==> src/rtl/proc_frame_ctrl_pkg.sv <==
`default_nettype none
// ============================================================================
// Package  : proc_ctrl_pkg
// Purpose  : Shared encodings for the frame sequencer. It holds the FSM state
//            codes, the register indices, the CTRL/STATUS bit positions and
//            the datapath mode codes.
// Revision : 1.0 - initial release
// ============================================================================
package proc_ctrl_pkg;

  // Frame sequencer states
  localparam logic [1:0] C_ST_IDLE  = 2'd0;
  localparam logic [1:0] C_ST_RUN   = 2'd1;
  localparam logic [1:0] C_ST_DRAIN = 2'd2;
  localparam logic [1:0] C_ST_DONE  = 2'd3;

  // Register indices on cfg_addr
  localparam logic [1:0] C_REG_CTRL      = 2'd0;
  localparam logic [1:0] C_REG_FRAME_LEN = 2'd1;
  localparam logic [1:0] C_REG_STATUS    = 2'd2;
  localparam logic [1:0] C_REG_OUT_COUNT = 2'd3;

  // CTRL bit positions
  localparam int C_CTRL_START   = 0;
  localparam int C_CTRL_ABORT   = 1;
  localparam int C_CTRL_MODE_LO = 2;
  localparam int C_CTRL_MODE_HI = 3;

  // STATUS bit positions
  localparam int C_STAT_BUSY      = 0;
  localparam int C_STAT_DONE      = 1;
  localparam int C_STAT_START_ERR = 2;
  localparam int C_STAT_ABORTED   = 3;

  // Datapath mode codes driven on proc_cont
  typedef logic [1:0] mode_t;
  localparam mode_t C_MODE_PASS    = 2'd0;
  localparam mode_t C_MODE_INVERT  = 2'd1;
  localparam mode_t C_MODE_LAPLACE = 2'd2;

endpackage
`default_nettype wire

==> src/rtl/proc_frame_ctrl_px_counter.sv <==
`default_nettype none
// ============================================================================
// Module   : px_counter
// Purpose  : Saturating pixel counter with a synchronous clear.
// Ports    : clk, rstn      - clock, synchronous active-low reset
//            clr            - clear to zero (has priority over inc)
//            inc            - count one pixel (ignored once at the limit)
//            limit          - saturation value
//            count          - current value
//            at_limit       - count has reached limit
//            hit_next       - this cycle's increment makes count == limit
// Revision : 1.0 - initial release
// ============================================================================
module px_counter #(
  parameter int CNT_W = 21
) (
  input  logic             clk,
  input  logic             rstn,
  input  logic             clr,
  input  logic             inc,
  input  logic [CNT_W-1:0] limit,
  output logic [CNT_W-1:0] count,
  output logic             at_limit,
  output logic             hit_next
);

  logic [CNT_W-1:0] count_q, count_d;
  logic [CNT_W-1:0] w_count_inc;

  assign w_count_inc = count_q + CNT_W'(1);
  // >= keeps the counter frozen even if limit is lowered below the count
  assign at_limit    = (count_q >= limit);
  assign hit_next    = inc & ~at_limit & (w_count_inc == limit);
  assign count       = count_q;

  always_comb begin
    count_d = count_q;
    if (clr) begin
      count_d = '0;
    end else if (inc && !at_limit) begin
      count_d = w_count_inc;
    end
  end

  always_ff @(posedge clk) begin
    if (!rstn) begin
      count_q <= '0;
    end else begin
      count_q <= count_d;
    end
  end

endmodule
`default_nettype wire

==> src/rtl/proc_frame_ctrl.sv <==
`default_nettype none
// ============================================================================
// Module   : proc_frame_ctrl
// Purpose  : Frame-level sequencer for the 3x3 pixel datapath. It programs
//            the filter mode and gates exactly FRAME_LEN pixels from the
//            source into the datapath. It counts results handed to the sink
//            and raises done/irq when the frame is complete.
// Ports    : clk, rstn                - clock, synchronous active-low reset
//            cfg_we/addr/wdata/rdata  - register port (CTRL, FRAME_LEN,
//                                       STATUS, OUT_COUNT)
//            src_*                    - upstream pixel stream
//            proc_pixel_in/valid_in, proc_ready_out - into the datapath
//            proc_pixel_out/valid_out, proc_ready_in - out of the datapath
//            proc_cont                - datapath mode select
//            sink_*                   - downstream result stream
//            irq                      - one-cycle frame-complete pulse
// Revision : 1.0 - initial release
// ============================================================================
module proc_frame_ctrl
  import proc_ctrl_pkg::*;
#(
  parameter int IMG_WIDTH  = 1024,
  parameter int IMG_HEIGHT = 1024,
  parameter int CNT_W      = 21
) (
  input  logic        clk,
  input  logic        rstn,
  input  logic        cfg_we,
  input  logic [1:0]  cfg_addr,
  input  logic [31:0] cfg_wdata,
  output logic [31:0] cfg_rdata,
  input  logic        src_valid,
  input  logic [7:0]  src_data,
  output logic        src_ready,
  output logic [7:0]  proc_pixel_in,
  output logic        proc_valid_in,
  input  logic        proc_ready_out,
  output logic [1:0]  proc_cont,
  input  logic [7:0]  proc_pixel_out,
  input  logic        proc_valid_out,
  output logic        proc_ready_in,
  output logic [7:0]  sink_data,
  output logic        sink_valid,
  input  logic        sink_ready,
  output logic        irq
);

  localparam logic [CNT_W-1:0] C_FRAME_LEN_RST = CNT_W'(IMG_WIDTH * IMG_HEIGHT);

  logic [1:0]       state_q, state_d;
  logic [1:0]       mode_q, mode_d;
  logic [1:0]       proc_cont_q, proc_cont_d;
  logic [CNT_W-1:0] frame_len_q, frame_len_d;
  logic             done_q, done_d;
  logic             start_err_q, start_err_d;
  logic             aborted_q, aborted_d;

  logic [CNT_W-1:0] w_in_cnt, w_out_cnt;
  logic             w_in_at_limit, w_in_hit_next;
  logic             w_out_at_limit, w_out_hit_unused;

  logic w_wr_ctrl, w_wr_len, w_wr_stat;
  logic w_start_wr, w_abort_wr;
  logic w_run, w_active, w_idle, w_done_st;
  logic w_frame_start, w_abort_eff;
  logic w_in_xfer, w_out_xfer;

  // ---------------------------------------------------------------- decode
  assign w_wr_ctrl  = cfg_we & (cfg_addr == C_REG_CTRL);
  assign w_wr_len   = cfg_we & (cfg_addr == C_REG_FRAME_LEN);
  assign w_wr_stat  = cfg_we & (cfg_addr == C_REG_STATUS);
  assign w_abort_wr = w_wr_ctrl & cfg_wdata[C_CTRL_ABORT];
  // A simultaneous start+abort is treated purely as an abort
  assign w_start_wr = w_wr_ctrl & cfg_wdata[C_CTRL_START] & ~cfg_wdata[C_CTRL_ABORT];

  assign w_idle    = (state_q == C_ST_IDLE);
  assign w_run     = (state_q == C_ST_RUN);
  assign w_done_st = (state_q == C_ST_DONE);
  assign w_active  = w_run | (state_q == C_ST_DRAIN);

  assign w_frame_start = w_idle & w_start_wr;
  assign w_abort_eff   = w_abort_wr & ~w_idle;

  // -------------------------------------------------------------- handshakes
  assign proc_pixel_in = src_data;
  assign proc_valid_in = w_run & src_valid & ~w_in_at_limit;
  assign src_ready     = w_run & proc_ready_out & ~w_in_at_limit;
  assign sink_data     = proc_pixel_out;
  assign sink_valid    = w_active & proc_valid_out;
  assign proc_ready_in = w_active & sink_ready;
  assign proc_cont     = proc_cont_q;
  // An abort landing in the DONE cycle suppresses the completion pulse
  assign irq           = w_done_st & ~w_abort_wr;

  assign w_in_xfer  = proc_valid_in & proc_ready_out;
  assign w_out_xfer = w_active & proc_valid_out & sink_ready;

  // ---------------------------------------------------------------- counters
  px_counter #(.CNT_W(CNT_W)) u_in_cnt (
    .clk      (clk),
    .rstn     (rstn),
    .clr      (w_frame_start),
    .inc      (w_in_xfer),
    .limit    (frame_len_q),
    .count    (w_in_cnt),
    .at_limit (w_in_at_limit),
    .hit_next (w_in_hit_next)
  );

  px_counter #(.CNT_W(CNT_W)) u_out_cnt (
    .clk      (clk),
    .rstn     (rstn),
    .clr      (w_frame_start),
    .inc      (w_out_xfer),
    .limit    (frame_len_q),
    .count    (w_out_cnt),
    .at_limit (w_out_at_limit),
    .hit_next (w_out_hit_unused)
  );

  // ------------------------------------------------------------- next state
  always_comb begin
    state_d = state_q;
    case (state_q)
      C_ST_IDLE:  if (w_start_wr) state_d = (frame_len_q == '0) ? C_ST_DONE : C_ST_RUN;
      C_ST_RUN:   if (w_in_hit_next) state_d = C_ST_DRAIN;
      C_ST_DRAIN: if (w_out_at_limit) state_d = C_ST_DONE;
      C_ST_DONE:  state_d = C_ST_IDLE;
      default:    state_d = C_ST_IDLE;
    endcase
    if (w_abort_eff) state_d = C_ST_IDLE;
  end

  always_comb begin
    mode_d      = w_wr_ctrl ? cfg_wdata[C_CTRL_MODE_HI:C_CTRL_MODE_LO] : mode_q;
    // The mode written alongside start takes effect for that frame
    proc_cont_d = w_frame_start ? mode_d : proc_cont_q;
    frame_len_d = (w_wr_len && !w_active) ? cfg_wdata[CNT_W-1:0] : frame_len_q;
    // Sticky flags: a set in the same cycle as a W1C wins
    done_d      = (w_done_st & ~w_abort_wr) |
                  (done_q & ~(w_wr_stat & cfg_wdata[C_STAT_DONE]));
    start_err_d = (w_active & w_start_wr) |
                  (start_err_q & ~(w_wr_stat & cfg_wdata[C_STAT_START_ERR]));
    aborted_d   = w_abort_eff |
                  (aborted_q & ~(w_wr_stat & cfg_wdata[C_STAT_ABORTED]));
  end

  always_ff @(posedge clk) begin
    if (!rstn) begin
      state_q     <= C_ST_IDLE;
      mode_q      <= C_MODE_PASS;
      proc_cont_q <= C_MODE_PASS;
      frame_len_q <= C_FRAME_LEN_RST;
      done_q      <= 1'b0;
      start_err_q <= 1'b0;
      aborted_q   <= 1'b0;
    end else begin
      state_q     <= state_d;
      mode_q      <= mode_d;
      proc_cont_q <= proc_cont_d;
      frame_len_q <= frame_len_d;
      done_q      <= done_d;
      start_err_q <= start_err_d;
      aborted_q   <= aborted_d;
    end
  end

  // --------------------------------------------------------------- readback
  always_comb begin
    cfg_rdata = '0;
    case (cfg_addr)
      C_REG_CTRL:      cfg_rdata[C_CTRL_MODE_HI:C_CTRL_MODE_LO] = mode_q;
      C_REG_FRAME_LEN: cfg_rdata = 32'(frame_len_q);
      C_REG_STATUS:    cfg_rdata[3:0] = {aborted_q, start_err_q, done_q, w_active};
      C_REG_OUT_COUNT: cfg_rdata = 32'(w_out_cnt);
      default:         cfg_rdata = '0;
    endcase
  end

  // FRAME_LEN bits above CNT_W are dropped on write
  generate
    if (CNT_W < 32) begin : g_wdata_unused
      logic w_unused_wdata;
      assign w_unused_wdata = ^cfg_wdata[31:CNT_W];
    end
  endgenerate

endmodule
`default_nettype wire

==> config.mk <==
export PLATFORM = sky130hd
export DESIGN_NAME = proc_frame_ctrl
export DESIGN_NICKNAME = d
export VERILOG_FILES = /design/src/rtl/proc_frame_ctrl_pkg.sv /design/src/rtl/proc_frame_ctrl_px_counter.sv /design/src/rtl/proc_frame_ctrl.sv
export SDC_FILE = /design/constraint.sdc
export NUM_CORES = 1
export LEC_CHECK = 0
export CORE_MARGIN = 5
export CORE_UTILIZATION = 47
export CTS_BUF_LIST = sky130_fd_sc_hd__clkbuf_16
export DETAILED_ROUTE_END_ITERATION = 7
export HOLD_SLACK_MARGIN = 0.15
export PLACE_DENSITY = 0.77
export SYNTH_ARGS = -nofsm -noshare
export SYNTH_HDL_FRONTEND = slang
export SYNTH_SLANG_ARGS = --single-unit
export TNS_END_PERCENT = 30
==> constraint.sdc <==
create_clock -name clk -period 2.4 [get_ports clk]
set_input_delay 0.36 -clock clk [delete_from_list [all_inputs] [get_ports clk]]
set_output_delay 0.36 -clock clk [all_outputs]
set_load 0.02 [all_outputs]
## Yosys cells after proc, flatten, opt, wreduce, memory -nomap -nowiden

Index checks and enable logic that the tools add are counted.

| word-level totals | value |
|---|---|
| input port bits | 57 |
| output and inout bits | 55 |
| word-level logic and storage cells | 82 |
| register bits after elaboration | 72 |

| operators by class | value |
|---|---|
| order comparisons | 2 |
| muxes and demuxes | 9 |
| bitwise gates (word level) | 38 |
| equality and inequality tests | 10 |
| reduce and logical (&&, ||, !) cells | 12 |
| add/subtract/negate cells | 2 |

Operators with widths:

| operator | number |
|---|---|
| $add 21x1->21 const B | 2 |
| $ge 21x21->1 | 2 |
| $pmux 17 s2 | 1 |
| $and 1x1->1 | 26 |
| $eq 21x21->1 | 1 |
| $logic_not 21->1 | 1 |
| $pmux 2 s4 | 2 |
| $mux 2 | 5 |
| $eq 2x2->1 const B | 4 |
| $not 1->1 | 8 |
| $pmux 2 s3 | 1 |
| $eq 2x1->1 const B | 2 |
| $logic_not 2->1 | 2 |
| $ne 2x1->1 const B | 2 |
| $or 1x1->1 | 4 |
| $reduce_or 2->1 | 2 |
| $logic_and 1x1->1 | 3 |
| $logic_not 1->1 | 3 |
| $reduce_and 3->1 | 1 |
| $ne 2x2->1 const B | 1 |

## Logic depth before layout (Yosys ltp)

Gate-level depths: netlist (run 1).

| logic depth | value |
|---|---|
| word-level depth | 8 |
| depth in mapped cells | 11 |
| gate-level depth less buffers | 10 |

## Hierarchy

From an unflattened synthesis (run 1), not the netlist that was laid out.

| second synthesis, totals | value |
|---|---|
| cells, all modules | 822 |
| area, all modules | 6,483.7 um^2 |

Modules (own cells, without submodules):

| module | instances | cells each | seq. area each (um^2) | area each (um^2) |
|---|---|---|---|---|
| px_counter | 2 | 294 | 420.4 | 2,243.4 |
| proc_frame_ctrl | 1 | 234 | 600.6 | 1,996.9 |

## Worst setup path before layout (run 1)

OpenSTA, ideal clock, no wires.

| timing | value |
|---|---|
| kind | register to register |
| start | register frame_len_q[19] |
| end | register state_q[1] |
| data required time | 2,281 ps |
| data arrival time | 2,455 ps |
| stages on the path, launching flop included | 11 |
| clock period less this slack | 2,574 ps |
| path buffers | 0 |
| library setup time | 119 ps |
| slack | -174 ps |
| cells stage by stage | dfxtp_1 -> inv_1 -> ha_1 -> a21oi_1 -> nand2_1 -> a211o_1 -> a311o_1 -> nor2_2 -> nand4_1 -> and2_1 -> o221a_1 |

| on the way | value |
|---|---|
| cells in the longest elaborated chain, start to end | 8 |
| elaborated cells between the ends (all ways) | 15 |
| classes of those cells | order compare: 2; eq/ne: 3; mux: 3; bitwise: 5; reduce/logical: 2 |

RTL lines:

| element | line | text |
|---|---|---|
| start, declared | proc_frame_ctrl.sv:53 | `logic [CNT_W-1:0] frame_len_q, frame_len_d;` |
| start signal, assigned | proc_frame_ctrl.sv:161 | `frame_len_q <= frame_len_d;` |
| $ge 21x21->1 | proc_frame_ctrl_px_counter.sv:32 | `assign at_limit = (count_q >= limit);` |
| $not 1->1 | proc_frame_ctrl_px_counter.sv:33, proc_frame_ctrl.sv:86 |  |
| $and 1x1->1 | proc_frame_ctrl.sv:86 | `assign proc_valid_in = w_run & src_valid & ~w_in_at_limit;` |
| $and 1x1->1 | proc_frame_ctrl.sv:95 | `assign w_in_xfer = proc_valid_in & proc_ready_out;` |
| $and 1x1->1 (2 in series) | proc_frame_ctrl_px_counter.sv:33 | `assign hit_next = inc & ~at_limit & (w_count_inc == limit);` |
| $ne 2x1->1 (no line) | n/a |  |
| $reduce_and 3->1 (no line) | n/a |  |
| end signal, assigned | proc_frame_ctrl.sv:158 | `state_q <= state_d;` |
| end, declared | proc_frame_ctrl.sv:50 | `logic [1:0] state_q, state_d;` |

Several ways; a longest one is shown, not always the timed one. The select of a mux whose other input is x is not followed.
A chain may end at the register's enable or synchronous reset.

## Worst setup path in the final report (run 1)

| timing | value |
|---|---|
| start | register frame_len_q[1] |
| end | register u_out_cnt.count_q[18], in the netlist u_out_cnt.count[18] |

| on the way | value |
|---|---|
| cells in the longest elaborated chain, start to end | 3 |

RTL lines:

| element | line | text |
|---|---|---|
| $ge 21x21->1 | proc_frame_ctrl_px_counter.sv:32 |  |
| $logic_not 1->1 | proc_frame_ctrl_px_counter.sv:40 | `end else if (inc && !at_limit) begin` |
| $logic_and 1x1->1 | proc_frame_ctrl_px_counter.sv:40 |  |
| end signal, assigned | proc_frame_ctrl_px_counter.sv:49 | `count_q <= count_d;` |
| end, declared | proc_frame_ctrl_px_counter.sv:27 | `logic [CNT_W-1:0] count_q, count_d;` |

No other way between the ends.

==> results.md, run 1 <==
- Status: finished with violations
- Failing checks: setup timing
- Post-synthesis cell area: 0.005418 mm²
- Crit path launch: frame_len_q[1]
- Core region area: 0.01137 mm²
- Pre-CTS WS: -0.3487 ns
- Compound-Gate Fraction of Synth Area: between 10% and 20%
- Post-Syn Instances: around 670
- Largest net degree at the start of global routing: 43
- Count of input and output buffers: 57
- Fin cells: 976
- Fillers: approximately 870
- RSZ-0062 raised after global routing: yes
- Switching power: around 1.3 mW
- CTS sink count: around 70
- Fin crit share: 115.4%
- Seq/Total Area, Yosys: between 20% and 30%
- Part of the power in combinational logic: 35.2%
- Die height: 117.4 µm
- Sw Ratio: around 34%
- Yosys reg bits: 72
- Final worst setup slack: -0.3703 ns
- Area Growth Syn to Fin: 39.93%
- Drt wl/cell: a little under 20 µm
- Max FO, Critical Path: 4
- Worst Tran Pin Value: between 0.4 and 0.5 ns
- Post-Route WL: between 15 and 20 mm
- Drt initial violations: around 440
- Maximum buffer depth of the clock tree: 2
- Seq pwr share: between 30% and 40%
- Top cell type's share of synthesized area: approximately a quarter
- PwrDens: around 520 mW/mm²
- Xor and xnor area share after synthesis: 9.861%
- Leak: about 3.5 nW
- Post-synth EDFFs: 0
- Core Util, Final: approximately two thirds
- Slew margin rel.: between 60 and 70%
- Slew Limit Fails: 0
- Pint: approximately 2.6 mW
- H-Tree Depth: 3
- Initial Utilization: 47.65%
- Via count normalized by instance count: ~5.8
- Net count, final: between 900 and 1,000
- Remaining global-route overflow: 0
- Worst VDD drop: between 0.3 and 0.4 mV
- Placed instance area: between 0.006 and 0.007 mm²
- Die Width: about 120 µm
- I/O Pins: around 110
- Num rows: 39
- Largest area contributor in the netlist: dfxtp_1
- Final setup viols: 26
- Global-route wire length before repair: 29.50 mm
- Cell with the most instances after synthesis: dfxtp_1
- # hold bufs at CTS: 0
- Clock latency on the worst-skew pair: 0.35 ns
- DP HPWL: around 13 mm
- Clk pwr share: 32.4%
- Startpoint types: flop
- Number of max-cap violations: 0
- TritonCTS clock tree: yes
- CTS Buf Count: 9
- Detailed Routing Iterations Pass 1: 4
- Via count: roughly 5,700
- Asr flop ratio synth: 0%
- ANT nets after route: 0
- Initial antenna violation count: 0
- Synth Area in Simple Gates: between 20% and 30%
- Worst EP arrival: between 3 and 4 ns
- Drt drc: 0
- Setup Skew: between 0.006 and 0.007 ns
- Synthesis Warnings: 0
- All-layer global routing usage: a little over a quarter
- Crit. End Element: flop
- Worst r2r src: frame_len_q[1]
- Most used DFF post-synth: dfxtp_1
- Share of post-route cells with drive strength above 1: between 20% and 30%
- Vias in the first global route: around 5,900
- WP data required: 2.70 ns
- Top post-synthesis cells by area: dfxtp_1 (27%), ha_1 (11%), xor2_1 (7.1%)
- Fmax: 0.3610 GHz
- Mean Syn Cell Area: approximately 8.1 µm²
- Count of cell types in the netlist: 60
- Total Power: approximately 3.9 mW
- Inserted Diodes: 0
- Largest family of logic cells by synthesized area: simple AND/OR/NAND/NOR gates
- Tmin final: between 2 and 3 ns
- Placer Congestion: approximately 0.94
- Synth cell count leaders: dfxtp_1 (72), nand2_1 (69), nor2_1 (56)
- Hold WC Path Type: flop to flop
- Fin area: ~0.0076 mm²
- Post-synthesis adder-cell area fraction: between 10 and 15%
- Worst hold start: proc_cont[0]
- CTS root buffer: clkbuf_16
- Mux contribution to synthesized area: under 10%
- Setup CP Type: flop to flop
- Fin. Hold Viols: 0
- Die area: 0.01377 mm²
- Reg clk slew, reported paths: around 0.06 ns
- Post-Place Cells: 950
cell usage in the layout (no fill, tap or decap), types with 16 or more instances in the layout:
cell | netlist | layout
mux2i_1 | 21 | 21
nor2b_1 | 29 | 28
nand3_1 | 20 | 18
dfxtp_2 | 0 | 16
xor2_1 | 44 | 43
buf_4 | 28 | 132
nand2_1 | 69 | 69
a21boi_0 | 20 | 20
nand4_1 | 33 | 33
nor2_1 | 56 | 55
inv_1 | 32 | 26
ha_1 | 48 | 39
xnor2_1 | 17 | 17
clkdlybuf4s50_1 | 0 | 34
dfxtp_1 | 72 | 54
worst max-delay path, stage by stage (launching register included):
cell and delay [ns]:
dfxtp_2 0.33, inv_2 0.04, buf_6 0.12, ha_4 0.21
nor2b_4 0.12, o21bai_1 0.20, a31oi_1 0.17, o311a_1 0.42
nor4_2 0.26, buf_4 0.20, nand4_1 0.17, or3_1 0.41
nand2_1 0.08
worst paths after layout:
check	to	slack (ns)	depth (start not counted)
hold reg to reg	proc_cont[0]	0.50	1
setup reg to reg	u_out_cnt.count[18]	-0.37	12
hold / removal	proc_cont[0]	0.50	1
setup / recovery	u_out_cnt.count[18]	-0.37	12
area by class of cell:
| class | count | area (µm²) | share of cell area, % |
|---|---|---|---|
| timing repair buffer | 198 | 1759 | 23.21 |
| multi-input combinational | 515 | 3781 | 49.88 |
| sequential | 72 | 1469 | 19.38 |
| tap | 143 | 178.9 | 2.360 |
| clock inverter | 7 | 47.55 | 0.6272 |
| inverter | 32 | 120.1 | 1.584 |
| clock buffer | 9 | 225.2 | 2.971 |
sequential cells by signal, indices dropped and copies added, names as in the netlist:
name,count
frame_len_q,21
proc_cont,2
u_in_cnt.count,21
state_q,2
mode_q,2
aborted_q,1
done_q,1
start_err_q,1
u_out_cnt.count,21
kinds of logic (layout without fill, tap and decap cells):
family / count (synthesis) / in the layout
adders and majority gates: 48 / 48
buffers and inverters: 91 / 246
DFF: 72 / 72
muxes: 24 / 24
and+or+nand+nor: 275 / 275
other: 1 / 11
xor gates and xnor gates: 61 / 61
AOI/OAI and AO/OA: 96 / 96
per-stage QoR:
step,TNS (ns),hold slack [ns]
3_5_place_dp,-6.514,0.4777
4_1_cts,-3.409,0.4967
2_1_floorplan,-0.01651,0.4717
6_report,-6.350,0.4978
3_3_place_gp,-2.939,0.4742
5_1_grt,-8.852,0.5211
per-layer routing:
layer  track usage (%)  routed length, µm  part of all wire, %  up-vias
met4             12.47                891                  4.7        0
met2             43.67               9111                   48      291
met3             5.679               1428                  7.6       73
met5            0.3676                  0                    0        -
li1                  -                  -                    -     2628
met1             31.58               7364                   39     2681
power by group through the flow:
stage	Sequential (mW)	Clock, mW	Combinational [mW]
2_1_floorplan	1.32	0	0.698
3_3_place_gp	1.30	0	1.16
3_5_place_dp	1.30	0	1.21
4_1_cts	1.28	1.28	1.32
5_1_grt	1.28	1.34	1.47
6_report	1.28	1.28	1.39
timing repair:
| item | 4_1_cts | 5_1_grt |
|---|---|---|
| buffers inserted | 6 | 3 |
| resized for setup | 50 | 47 |
| gates cloned | 2 | 0 |
| pin swaps | 34 | 22 |
| endpoints found under the hold margin | 0 | 0 |
| setup endpoints to repair | 48 | 58 |
No activity file was read; power rests on OpenSTA's default activity.
==> run 2: changes to the inputs <==
- SKIP_CTS_REPAIR_TIMING: unset -> 1
==> run 2 against run 1 <==
Against the previous run:
- clock skew about the same
- final cell count fell by 0.51%
- largest cell class unchanged
- global-route usage is 1.5 points lower
- the flow still finishes with violations (setup timing)
- worst setup slack better by 0.067 ns
==> results.md, run 2 (synthesis results as in run 1) <==
- Count of input and output buffers: 57 (unchanged)
- Maximum buffer depth of the clock tree: 2 (unchanged)
- R2R depth: 10 (-2)
- Setup Skew: 0.006624 ns (-0.0001295 ns)
- Status: finished with violations
- Worst r2r src: u_in_cnt.count[1]
- Share of post-route cells with drive strength above 1: 26.69% (-0.080 points)
- CTS Buf Count: 9 (unchanged)
- Drt initial violations: 467 (+6.4%)
- Reg2reg setup slack: -0.30 ns (+0.07 ns)
- Remaining global-route overflow: 0 (unchanged)
- Reg clk slew, reported paths: 0.06 ns (about the same)
- Final setup viols: 26 (unchanged)
- H-Tree Depth: 3 (unchanged)
- I/O Pins: 112 (unchanged)
- Core region area: 0.01137 mm² (unchanged)
- Tmin final: 2.704 ns (-0.06667 ns)
- Post-Route WL: 18.50 mm (-1.6%)
- Fin crit share: 112.7% (-2.8 points)
- Most frequent cells in the layout: buf_4 (127), nand2_1 (68), nor2_1 (56)
- DP HPWL: 13.20 mm (unchanged)
- Clock latency on the worst-skew pair: 0.35 ns (about the same)
- Worst VDD drop: 0.3238 mV (-4.3%)
- ANT nets after route: 0 (unchanged)
- Core Util, Final: 66.77% (+0.088 points)
- Detailed Routing Iterations Pass 1: 5 (+1)
- Final worst setup slack: -0.3036 ns (+0.06667 ns)
- RSZ-0062 raised after global routing: yes
- Net count, final: 928 (-0.54%)
- Worst Tran Pin Value: 0.4980 ns (+0.005513 ns)
- Fmax: 0.3699 GHz (+2.5%)
- Die area: 0.01377 mm² (unchanged)
- Max FO, Critical Path: 3 (-1)
- Die Width: 117.4 µm (unchanged)
- Largest net degree at the start of global routing: 43 (unchanged)
- Slew Limit Fails: 0 (unchanged)
- Crit path launch: u_in_cnt.count[1]
- Drt wl/cell: 19.05 µm (-1.1%)
- Die height: 117.4 µm (unchanged)
- Worst hold start: proc_cont[0]
- Vias in the first global route: 5,706 (-3.4%)
- TritonCTS clock tree: yes
- Fin cells: 971 (-0.51%)
- Hold depth: 1 (unchanged)
- CTS sink count: 72 (unchanged)
- Total Power: 3.901 mW (-1.2%)
- Crit. End Element: flop
- Most common cell after layout, fill and taps aside: buf_4
- Number of max-cap violations: 0 (unchanged)
- Hold WC Path Type: flop to flop
- Via count: 5,638 (-0.62%)
- Area Growth Syn to Fin: 40.12%
- Fin. Hold Viols: 0 (unchanged)
- Post-Place Cells: 950 (unchanged)
- Initial Utilization: 47.65% (unchanged)
- Inserted Diodes: 0 (unchanged)
- Failing checks: setup timing
- CTS root buffer: clkbuf_16
- PwrDens: 513.9 mW/mm² (-1.3%)
- Setup CP Type: flop to flop
- Leak: 3.606 nW (+1.7%)
- Slew margin rel.: 66.49% (-0.37 points)
- Global-route wire length before repair: 28.01 mm (-5.1%)
- Startpoint types: flop
- WP data required: 2.64 ns (-0.06 ns)
- Drt drc: 0 (unchanged)
- All-layer global routing usage: 24.54% (-1.5 points)
- Worst EP arrival: 2.94 ns (-0.13 ns)
- Initial antenna violation count: 0 (unchanged)
- Num rows: 39 (unchanged)
- Placer Congestion: 0.9419 (unchanged)
- Via count normalized by instance count: 5.806 (-0.11%)
==> run 2: path summary, 6_finish.rpt <==
check	to
setup / recovery	state_q[1]
hold / removal	proc_cont[0]
setup reg to reg	state_q[1]
hold reg to reg	proc_cont[0]
==> run 2: cell type report <==
cell class	instances	area, µm²
multi-input combinational	515	3804
fill	872	3779
timing repair buffer	193	1749
sequential	72	1466
clock buffer	9	225.2
tap	143	178.9
inverter	32	120.1
clock inverter	7	47.55
==> run 2: power by group <==
group          switching (mW)  internal (mW)  total, mW
clock network           0.571          0.699       1.27
logic                   0.716          0.635       1.35
registers              0.0316           1.25       1.28
total                    1.32           2.58       3.90
==> run 2: critical path: stages (launching register included) <==
cell	delay, ns
dfxtp_4	0.36
ha_4	0.15
buf_4	0.13
xnor2_1	0.15
o21ai_0	0.31
o311ai_1	0.19
or4_4	0.44
a211oi_2	0.17
nand4_1	0.18
and2_1	0.23
o221a_1	0.27
==> run 2: through the flow <==
| step | setup TNS (ns) | setup slack, ns | hold WS [ns] | instance area [µm²] |
|---|---|---|---|---|
| finish | -4.431 | -0.3036 | 0.5052 | 7591 |
| global route | -7.738 | -0.4015 | 0.5211 | 7591 |
| CTS | -8.377 | -0.7280 | 0.4967 | 7208 |
| detailed placement | -6.514 | -0.3487 | 0.4777 | 6935 |
| global placement | -2.939 | -0.2738 | 0.4742 | 6935 |
| floorplan | -0.01651 | -0.01651 | 0.4717 | 5472 |
==> run 2: per-layer routing <==
layer	part of all wire [%]	global-route usage, %	up-vias
met5	0	0	-
met4	3.8	11.02	0
met3	7.3	4.764	63
met2	48	40.84	278
met1	40	30.60	2679
li1	-	-	2618
==> run 3: changes to the inputs <==
- CORE_UTILIZATION: 47 -> 57
- PLACE_DENSITY: 0.77 -> 0.88
- TNS_END_PERCENT: 30 -> unset
- clock period: 2.4 -> 3.4 ns (I/O delays scaled with it)
==> run 3 against run 2 <==
Against the previous run:
- the flow now finishes without violations
- count of clock-buffer cells in the layout stayed put
- via count is 8.8% lower
- critical path depth is 1 lower
- critical path type is now flop to output pin
- largest cell class unchanged
==> results.md, run 3 (synthesis results as in run 1) <==
- Worst path cell trace: inv_1 > ha_1 > a21oi_1 > nand2_1 > a211o_1 > a311o_1 > inv_1 > and3_1 > dlymetal6s2s_1
- Hold WC Path Type: flop to flop
- TritonCTS clock tree: yes
- Remaining global-route overflow: 0 (unchanged)
- Clock latency on the worst-skew pair: 0.34 ns (about the same)
- Startpoint types: flop
- Clk pwr share: 36.1% (+3.5 points)
- Inserted Diodes: 0 (unchanged)
- Crit-path max cell delay: 0.42 ns (-0.02 ns)
- DP HPWL: 11.51 mm (-13%)
- ANT nets after route: 0 (unchanged)
- Drt drc: 0 (unchanged)
- Via count: 5,140 (-8.8%)
- Share of post-route cells with drive strength above 1: 7.402% (-19 points)
- Crit path max-delay cell type: dfxtp_1
- Placer Congestion: 0.9387 (-0.34%)
- Worst Tran Pin Value: 0.9536 ns (+0.4556 ns)
- Drt initial violations: 355 (-24%)
- Net count, final: 817 (-12%)
- Worst r2r src: u_in_cnt.count[0]
- Core region area: 0.009240 mm² (-19%)
- Die height: 107.5 µm (-8.4%)
- CTS sink count: 72 (unchanged)
- Die area: 0.01155 mm² (-16%)
- Register Area: 0.001441 mm² (-1.7%)
- Drt wl/cell: 18.27 µm (-4.1%)
- Global-route wire length before repair: 25.19 mm (-10%)
- Fin crit share: 94.82%
- Fillers: 722 (-17%)
- Multi-input combinational cell area: 0.003571 mm² (-6.1%)
- Worst EP arrival: 2.71 ns (-0.23 ns)
- PwrDens: 409.0 mW/mm² (-20%)
- Worst Hold End: proc_cont[1]
- Core Util, Final: 68.65% (+1.9 points)
- Detailed Routing Iterations Pass 1: 5 (unchanged)
- Reg2reg setup slack: 0.42 ns (+0.72 ns)
- Seq pwr share: 35.6% (+2.8 points)
- Most used cell, CP: inv_1
- Via count normalized by instance count: 6.083 (+4.8%)
- Reg clk slew, reported paths: 0.06 ns (about the same)
- Slew margin rel.: 36.06% (-30 points)
- Setup Skew: 0.005708 ns (-0.0009162 ns)
- Part of the power in combinational logic: 28.3% (-6.3 points)
- Leak: 2.623 nW (-27%)
- Number of max-cap violations: 0 (unchanged)
- Most common cell after layout, fill and taps aside: dfxtp_1
- All-layer global routing usage: 27.17% (+2.6 points)
- Initial antenna violation count: 0 (unchanged)
- Slew Limit Fails: 0 (unchanged)
- Area Growth Syn to Fin: 17.09%
- Num rows: 35 (-10%)
- Worst VDD drop: 0.2418 mV (-25%)
- H-Tree Depth: 3 (unchanged)
- Vias in the first global route: 5,142 (-9.9%)
- Die Width: 107.5 µm (-8.4%)
- Hold depth: 1 (unchanged)
- RR Endpoint: state_q[1]
- CTS Buf Count: 9 (unchanged)
- Tmin final: between 3 and 4 ns
- Fin area: 0.006344 mm² (-16%)
- Sw Ratio: 32.44% (-1.4 points)
- Final setup viols: 0 (-100%)
- Status: finished, final reports clean
- Maximum buffer depth of the clock tree: 2 (unchanged)
- Crit. End Element: output pin
- Worst hold start: proc_cont[1]
- WP data required: 2.89 ns (+0.25 ns)
- Largest net degree at the start of global routing: 29 (-33%)
- Max FO, Critical Path: 5 (+2)
- R2R depth: 9 (-1)
- Pint: 1.753 mW (-32%)
- RSZ-0062 raised after global routing: no
- Initial Utilization: 58.63% (+11 points)
- I/O Pins: 112 (unchanged)
- CTS root buffer: clkbuf_16
- Most frequent cells in the layout: dfxtp_1 (72), nand2_1 (69), nor2_1 (56)
- Post-Route WL: 15.43 mm (-17%)
- Fmax: between 0.3 and 0.4 GHz
- Count of input and output buffers: 57 (unchanged)
- Placed instance area: 0.006052 mm² (-13%)
- Setup CP Type: flop to output pin
- Switching power: 841.8 µW (-36%)
- Fin. Hold Viols: 0 (unchanged)
==> run 3: cell types whose count changed in the layout (fill, tap and decap cells not counted), sizes merged <==
cell	delta
buf	-110
clkdlybuf4s50	+21
dlymetal6s2s	-19
clkbuf	-3
clkinv	-2
bufinv	+1
clkinvlp	+1
inv	-1
==> run 3: power by group through the flow <==
stage               clock network, mW  registers [mW]  logic, mW
detailed placement                  0           0.939      0.707
floorplan                           0           0.932      0.488
CTS                             0.940           0.923      0.723
global route                    0.974           0.927      0.783
global placement                    0           0.936      0.681
finish                          0.937           0.924      0.733
==> run 3: area by class of cell <==
class,instances,share of cell area (%)
Sequential cell,72,22.72
Multi-Input combinational cell,515,56.29
Timing Repair Buffer,82,12.03
Tap cell,129,2.544
Clock buffer,9,3.550
Inverter,32,1.893
Clock inverter,6,0.9665
==> run 3: worst max path at each step <==
| stage | end | cells after the start | from |
|---|---|---|---|
| 5_1_grt | proc_valid_in | 9 | frame_len_q[19] |
| 3_5_place_dp | src_ready | 9 | frame_len_q[19] |
| 4_1_cts | src_ready | 9 | frame_len_q[19] |
| 2_1_floorplan | state_q[1] | 10 | frame_len_q[19] |
| 3_3_place_gp | src_ready | 9 | frame_len_q[19] |
| 6_report | src_ready | 9 | frame_len_q[19] |
==> run 3: critical path, delay by kind of cell (launching register included) <==
kind	cells	cell delay [ns]
AOI/OAI and AO/OA	3	0.90
buffers and inverters	3	0.47
DFF	1	0.42
adders and majority gates	1	0.36
and+or+nand+nor	2	0.23
==> run 3: metrics by stage <==
stage | std cells | setup slack (ns) | total power, mW | TNS [ns] | hold WS [ns]
floorplan | 678 | 0.8264 | 1.419 | 0 | 0.4737
global placement | 830 | 0.2491 | 1.617 | 0 | 0.4746
detailed placement | 830 | 0.1932 | 1.646 | 0 | 0.4762
CTS | 845 | -0.1710 | 2.586 | -0.3344 | 0.4956
global route | 845 | 0.08992 | 2.684 | 0 | 0.5202
finish | 845 | 0.1762 | 2.595 | 0 | 0.4980
==> run 3: layer usage <==
layer / vias up / GRT usage, % / share of wire, %
met5: - / 0 / 0
met4: 0 / 10.73 / 3.3
met3: 59 / 4.859 / 6.8
met2: 267 / 47.29 / 49
met1: 2418 / 33.00 / 41
li1: 2396 / - / -
